--- config.mk ---
export PLATFORM = sky130hd
export DESIGN_NAME = skeeball_game_ctrl
export DESIGN_NICKNAME = d
export VERILOG_FILES = /design/src/rtl/skeeball_pkg.sv /design/src/rtl/skeeball_debounce.sv /design/src/rtl/skeeball_game_ctrl.sv
export SDC_FILE = /design/constraint.sdc
export NUM_CORES = 1
export LEC_CHECK = 0
export BUFFER_PORTS_ARGS = -buffer_cell sky130_fd_sc_hd__buf_2
export CAP_MARGIN = 20
export CORE_MARGIN = 5
export CORE_UTILIZATION = 50
export CTS_CLUSTER_DIAMETER = 100
export DETAILED_ROUTE_END_ITERATION = 6
export HOLD_SLACK_MARGIN = 0.06
export PLACE_DENSITY_LB_ADDON = 0.1
export SYNTH_ARGS = -nofsm -noshare
export SYNTH_HDL_FRONTEND = slang
export SYNTH_HIERARCHICAL = 1
export SYNTH_SLANG_ARGS = --single-unit
--- constraint.sdc ---
create_clock -name clk -period 4.5 [get_ports clk]
set_clock_uncertainty 0.05 [all_clocks]
set_input_delay 0.45 -clock clk [delete_from_list [all_inputs] [get_ports clk]]
set_output_delay 0.45 -clock clk [all_outputs]
set_load 0.02 [all_outputs]
--- src/rtl/skeeball_pkg.sv ---
// Shared types, constants and the ball-vector decode for the skee-ball game controller.
package skeeball_pkg;

   typedef enum logic [1:0] {
      ST_IDLE    = 2'd0,
      ST_ARM     = 2'd1,
      ST_PLAYING = 2'd2,
      ST_OVER    = 2'd3
   } state_e;

   localparam int BALLS_W = 9;
   localparam int COUNT_W = 4;

   localparam logic [BALLS_W-1:0] BALLS_FULL    = 9'h1FF;
   localparam logic [BALLS_W-1:0] BALLS_EMPTY   = 9'h000;
   localparam logic [COUNT_W-1:0] COUNT_INVALID = 4'hF;

   // A legal code is a run of ones from bit 0 upward; adding one to such a code
   // clears every set bit, so any overlap between code and code+1 marks a broken vector.
   function automatic logic [COUNT_W-1:0] thermo_decode(input logic [BALLS_W-1:0] code);
      logic [BALLS_W:0]   plus_one;
      logic [COUNT_W-1:0] ones;
      plus_one = {1'b0, code} + {{BALLS_W{1'b0}}, 1'b1};
      ones     = '0;
      for (int i = 0; i < BALLS_W; i++) begin
         ones = ones + {{(COUNT_W-1){1'b0}}, code[i]};
      end
      if ((plus_one[BALLS_W-1:0] & code) != '0) begin
         return COUNT_INVALID;
      end
      return ones;
   endfunction

endpackage

--- src/rtl/skeeball_debounce.sv ---
// Lane sensor conditioning: 2-flop synchroniser, stable-run debouncer, rising-edge strobe.
module skeeball_debounce #(
   parameter int DEBOUNCE_CYCLES = 16
) (
   input  logic clk,
   input  logic rst_n,
   input  logic sense_i,
   output logic rise_o
);

   localparam int              CNT_W    = $clog2(DEBOUNCE_CYCLES + 1);
   localparam logic [CNT_W-1:0] CNT_LAST = CNT_W'(DEBOUNCE_CYCLES - 1);

   logic             sync1_q;
   logic             sync2_q;
   logic             level_q;
   logic             level_prev_q;
   logic [CNT_W-1:0] cnt_q;

   // Bring the asynchronous sensor into the clk domain.
   always_ff @(posedge clk or negedge rst_n) begin
      if (!rst_n) begin
         sync1_q <= 1'b0;
         sync2_q <= 1'b0;
      end else begin
         sync1_q <= sense_i;
         sync2_q <= sync1_q;
      end
   end

   // Flip the level only once the new value has been seen on every one of the last DEBOUNCE_CYCLES cycles.
   always_ff @(posedge clk or negedge rst_n) begin
      if (!rst_n) begin
         cnt_q        <= '0;
         level_q      <= 1'b0;
         level_prev_q <= 1'b0;
      end else begin
         level_prev_q <= level_q;
         if (sync2_q != level_q) begin
            if (cnt_q == CNT_LAST) begin
               level_q <= sync2_q;
               cnt_q   <= '0;
            end else begin
               cnt_q <= cnt_q + 1'b1;
            end
         end else begin
            cnt_q <= '0;
         end
      end
   end

   assign rise_o = level_q & ~level_prev_q;

endmodule

--- src/rtl/skeeball_game_ctrl.sv ---
// Game sequencer in front of the ball counter: arms the counter, turns debounced
// lane hits into ball-consumed strobes, and watches the returned ball vector.
//
//   state   | meaning
//   IDLE    | counter held in reload (game=0), waiting for start
//   ARM     | counter held in reload, waiting for a full rack (9'h1FF)
//   PLAYING | counter enabled; each accepted ball issues one strobe and awaits the decrement
//   OVER    | rack empty; counter kept enabled but never strobed so it cannot wrap back to 9
module skeeball_game_ctrl
   import skeeball_pkg::*;
#(
   parameter int DEBOUNCE_CYCLES = 16,
   parameter int ARM_TIMEOUT     = 8,
   parameter int ACK_TIMEOUT     = 8
) (
   input  logic       clk,
   input  logic       rst_n,
   input  logic       start,
   input  logic       ball_sense,
   input  logic [8:0] balls,
   output logic       game,
   output logic       ball_pulse,
   output logic [3:0] ball_count,
   output logic       game_over,
   output logic       code_err,
   output logic [1:0] state
);

   localparam int               TMO_MAX  = (ARM_TIMEOUT > ACK_TIMEOUT) ? ARM_TIMEOUT : ACK_TIMEOUT;
   localparam int               TMO_W    = $clog2(TMO_MAX + 1);
   localparam logic [TMO_W-1:0] ARM_LAST = TMO_W'(ARM_TIMEOUT - 1);
   localparam logic [TMO_W-1:0] ACK_LAST = TMO_W'(ACK_TIMEOUT - 1);

   state_e             state_q;
   logic               game_q;
   logic               ball_pulse_q;
   logic               game_over_q;
   logic               code_err_q;
   logic               pending_q;
   logic [COUNT_W-1:0] prev_q;
   logic [TMO_W-1:0]   tmo_q;

   logic               ball_evt;
   logic [COUNT_W-1:0] count;
   logic               code_bad;
   logic               count_live;

   skeeball_debounce #(
      .DEBOUNCE_CYCLES(DEBOUNCE_CYCLES)
   ) u_debounce (
      .clk    (clk),
      .rst_n  (rst_n),
      .sense_i(ball_sense),
      .rise_o (ball_evt)
   );

   assign count      = thermo_decode(balls);
   assign code_bad   = (count == COUNT_INVALID);
   assign count_live = (count != '0) && (count <= 4'd9);

   // Sequencer with registered outputs; tmo_q is shared between the ARM wait and the decrement wait.
   always_ff @(posedge clk or negedge rst_n) begin
      if (!rst_n) begin
         state_q      <= ST_IDLE;
         game_q       <= 1'b0;
         ball_pulse_q <= 1'b0;
         game_over_q  <= 1'b0;
         code_err_q   <= 1'b0;
         pending_q    <= 1'b0;
         prev_q       <= '0;
         tmo_q        <= '0;
      end else begin
         ball_pulse_q <= 1'b0;
         if (code_bad) begin
            code_err_q <= 1'b1;
         end
         case (state_q)
            ST_IDLE: begin
               if (start) begin
                  state_q    <= ST_ARM;
                  code_err_q <= 1'b0;
                  tmo_q      <= '0;
               end
            end
            ST_ARM: begin
               if (balls == BALLS_FULL) begin
                  state_q <= ST_PLAYING;
                  game_q  <= 1'b1;
               end else if (tmo_q == ARM_LAST) begin
                  state_q    <= ST_IDLE;
                  code_err_q <= 1'b1;
               end else begin
                  tmo_q <= tmo_q + 1'b1;
               end
            end
            ST_PLAYING: begin
               // While a strobe is outstanding any lane event is simply not looked at.
               if (pending_q) begin
                  if (count == prev_q - 4'd1) begin
                     pending_q <= 1'b0;
                  end else if ((count != prev_q) || (tmo_q == ACK_LAST)) begin
                     pending_q  <= 1'b0;
                     code_err_q <= 1'b1;
                  end else begin
                     tmo_q <= tmo_q + 1'b1;
                  end
               end else if (ball_evt && count_live) begin
                  ball_pulse_q <= 1'b1;
                  pending_q    <= 1'b1;
                  prev_q       <= count;
                  tmo_q        <= '0;
               end else if (balls == BALLS_EMPTY) begin
                  state_q     <= ST_OVER;
                  game_over_q <= 1'b1;
               end
            end
            ST_OVER: begin
               if (start) begin
                  state_q     <= ST_ARM;
                  game_q      <= 1'b0;
                  game_over_q <= 1'b0;
                  code_err_q  <= 1'b0;
                  tmo_q       <= '0;
               end
            end
            default: begin
               state_q <= ST_IDLE;
               game_q  <= 1'b0;
            end
         endcase
      end
   end

   assign state      = state_q;
   assign game       = game_q;
   assign ball_pulse = ball_pulse_q;
   assign game_over  = game_over_q;
   assign code_err   = code_err_q;
   assign ball_count = count;

endmodule

==> results.ini <==
[setup_path]
r2r-start=tmo_q[0]
crit_path_start=balls[0]
r2r_slack_ns=2.32
crit_end=state[1]
crit_path_cell_trace=buf_2 -> inv_2 -> fa_1 -> fa_1 -> fa_1 -> fa_2 -> fa_1 -> nand2_1 -> or4_1 -> a21boi_2 -> a2111oi_4 -> o31a_1 -> a311oi_2 -> mux2i_1
cp_max_fo=2
reg2reg_depth=8
cp-start-kind=primary input
cp.arrival_ns=4.52
crit_type=in2reg
max_stage_delay_ns=0.57
cp_common_cell=fa_1
cp_slowest_cell=fa_1
worst-endpoint-required_ns=4.70
rr_endpoint=tmo_q[3]
crit_path_end_kind=flip-flop

[logic_synthesis]
synth.net_count=218
ys_types=53
synth-seq-cells=24
synth_area_leaders=dfrtp_1 (33%), ha_1 (8.3%), fa_1 (5.5%)
syn_inst=188
synth-edff-count=0
synth_area_sq_um=1810
synth_top_area_cell=dfrtp_1
synth_top_area_share=0.331
yosysSeqAreaShare=0.331
yosysWarnings=6
synth_ff_type=dfrtp_1
syn_avg_cell_area_sq_um=9.64
async_reset_ff_frac=1.00

[place]
hpwlAfterDp_microns=3170
dp.cells=265
place_ws_ns=-0.155
io_buffers=22
place_congestion=0.813
post_dp_cell_area_sq_um=2060

[drt]
remaining_drc_errors=0
vias=1515
drt-total-wl_microns=3920
dr.first_iter.drc_count=80
dr.pass1.iters=4
viasPerCell=5.61
ant_nets=0
routedWlPerCell_microns=14.5

[cells_and_area]
diodes=0
final_net_count=255
finalNonFillerCells=270
final_util=0.622
fin_area_sq_um=2130
drive_gt1_frac=0.250
mostFrequentLayoutCells=inv_1 (24), dfrtp_1 (24), buf_2 (22), nor2_1 (13)
area_delta_synth_final_pct=17.3

[power]
p_leak_nw=0.998
powerDensity_nw_per_um2=347
ir_worst_vdd_mv=0.296
p_total_uw=737

[grt]
grt_usage=0.175
grt_overflow_total=0
met3_usage=0.0215
grt_max_degree=25
grt_pass1_wl_microns=7090
busiest_layer=met2
gr-usage-met1=0.200
first_global_vias=1620
grtUsageMet2=0.327
antenna_found_initial=0

[floorplan]
die_w_microns=70.2
die_y_microns=70.2
std_cell_rows=21
die-area_sq_um=4930
core_sq_um=3420
start_util=0.530
io-pin-count=23

[clocking]
cts.sinks=24
cts_buffer_depth=2
root_buffer=clkbuf_4
clk_pin_slew_ns=0.14
cts_setup_buffers=0
htree_levels=1
tritoncts=built
cts_buffers=3
clkLatencyLatePin_ns=0.32

[timing]
fmax_mhz=231
finalSetupTns_ns=0
hold_violations=0
finalSetupViolations=0
slew_viol_final=0
rsz0062_at_grt=true
worst_pin_slew_ns=0.628
max-slew-margin-rel=0.578
finalCriticalPeriod_ns=4.32
post-route-period-util=0.961
setup_slack_ns=0.177
whs_ns=0.175

[min_path]
holdCritPathClass=in2reg
hold_path_depth=1

[run_status]
status=finished clean

[flow_run]
cap_viol_max_count=0

==> cells by family (layout without fill, tap and decap cells) <==
kind of cell,after synthesis,in the layout,share of synthesized area
AND/OR/NAND/NOR,57,57,0.175
AO/OA/AOI/OAI,47,47,0.211
buffers and inverters,28,64,0.0587
flip-flops,24,24,0.331
adder cells (fa/ha/maj),17,17,0.138
XOR/XNOR,9,9,0.0518
multiplexers,6,6,0.0338
==> Yosys cell counts (all sizes together) (2+ instances only) <==
library cell / n
and3: 2
dfrtp: 24
a2111oi: 2
o21a: 2
fa: 5
a21o: 2
o31ai: 2
xor2: 5
nor2: 14
nor2b: 4
a21oi: 9
a31o: 2
nand2: 12
o21ai: 12
mux2i: 5
nor3: 5
o31a: 2
inv: 25
a31oi: 3
xnor2: 3
ha: 12
or2: 3
and2: 5
clkbuf: 2
nand3: 4
==> where the power goes <==
part / total, mW / internal, mW / switching (mW)
registers: 0.266 / 0.241 / 0.0250
clock network: 0.158 / 0.0901 / 0.0681
logic: 0.313 / 0.141 / 0.172
total: 0.737 / 0.472 / 0.265
==> sequential cells by signal, indices dropped and copies added, names as in the netlist, 2 cells and up <==
name	flops
prev_q	4
state	2
tmo_q	4
u_debounce/cnt_q	5
==> worst min-delay path by stage <==
stage	start	to	slack, ns
after global routing	ball_sense	u_debounce/sync1_q	0.15
after CTS	ball_sense	u_debounce/sync1_q	0.16
final	ball_sense	u_debounce/sync1_q	0.17
after detailed placement	u_debounce/sync1_q	u_debounce/sync2_q	0.30
after global placement	u_debounce/sync1_q	u_debounce/sync2_q	0.29
after floorplan	rst_n	ball_pulse	0.10
==> critical path: cells and delay by family <==
kind | cells | cell delay [ns]
muxes | 1 | 0.23
AOI/OAI and AO/OA | 4 | 0.85
buffers and inverters | 2 | 0.13
adders and majority gates | 5 | 2.37
and+or+nand+nor | 2 | 0.49
==> cell type report <==
class / count / area (sq um)
Timing Repair Buffer: 35 / 210
Tap cell: 46 / 57.6
Inverter: 25 / 93.8
Multi-Input combinational cell: 136 / 1110
Fill cell: 295 / 1290
Sequential cell: 24 / 601
Clock buffer: 3 / 22.5
Clock inverter: 1 / 30.0
==> timing repair <==
item | CTS | global route
setup endpoints to repair | 0 | 3
resized for setup | 0 | 0
hold buffers | 1 | 0
endpoints found under the hold margin | 14 | 0
==> per-layer routing <==
metal / vias up / part of all wire
met5: - / 0
met4: 0 / 0.011
met3: 6 / 0.035
met2: 33 / 0.55
met1: 756 / 0.41
li1: 720 / -
No activity file was read; power rests on OpenSTA's default activity.
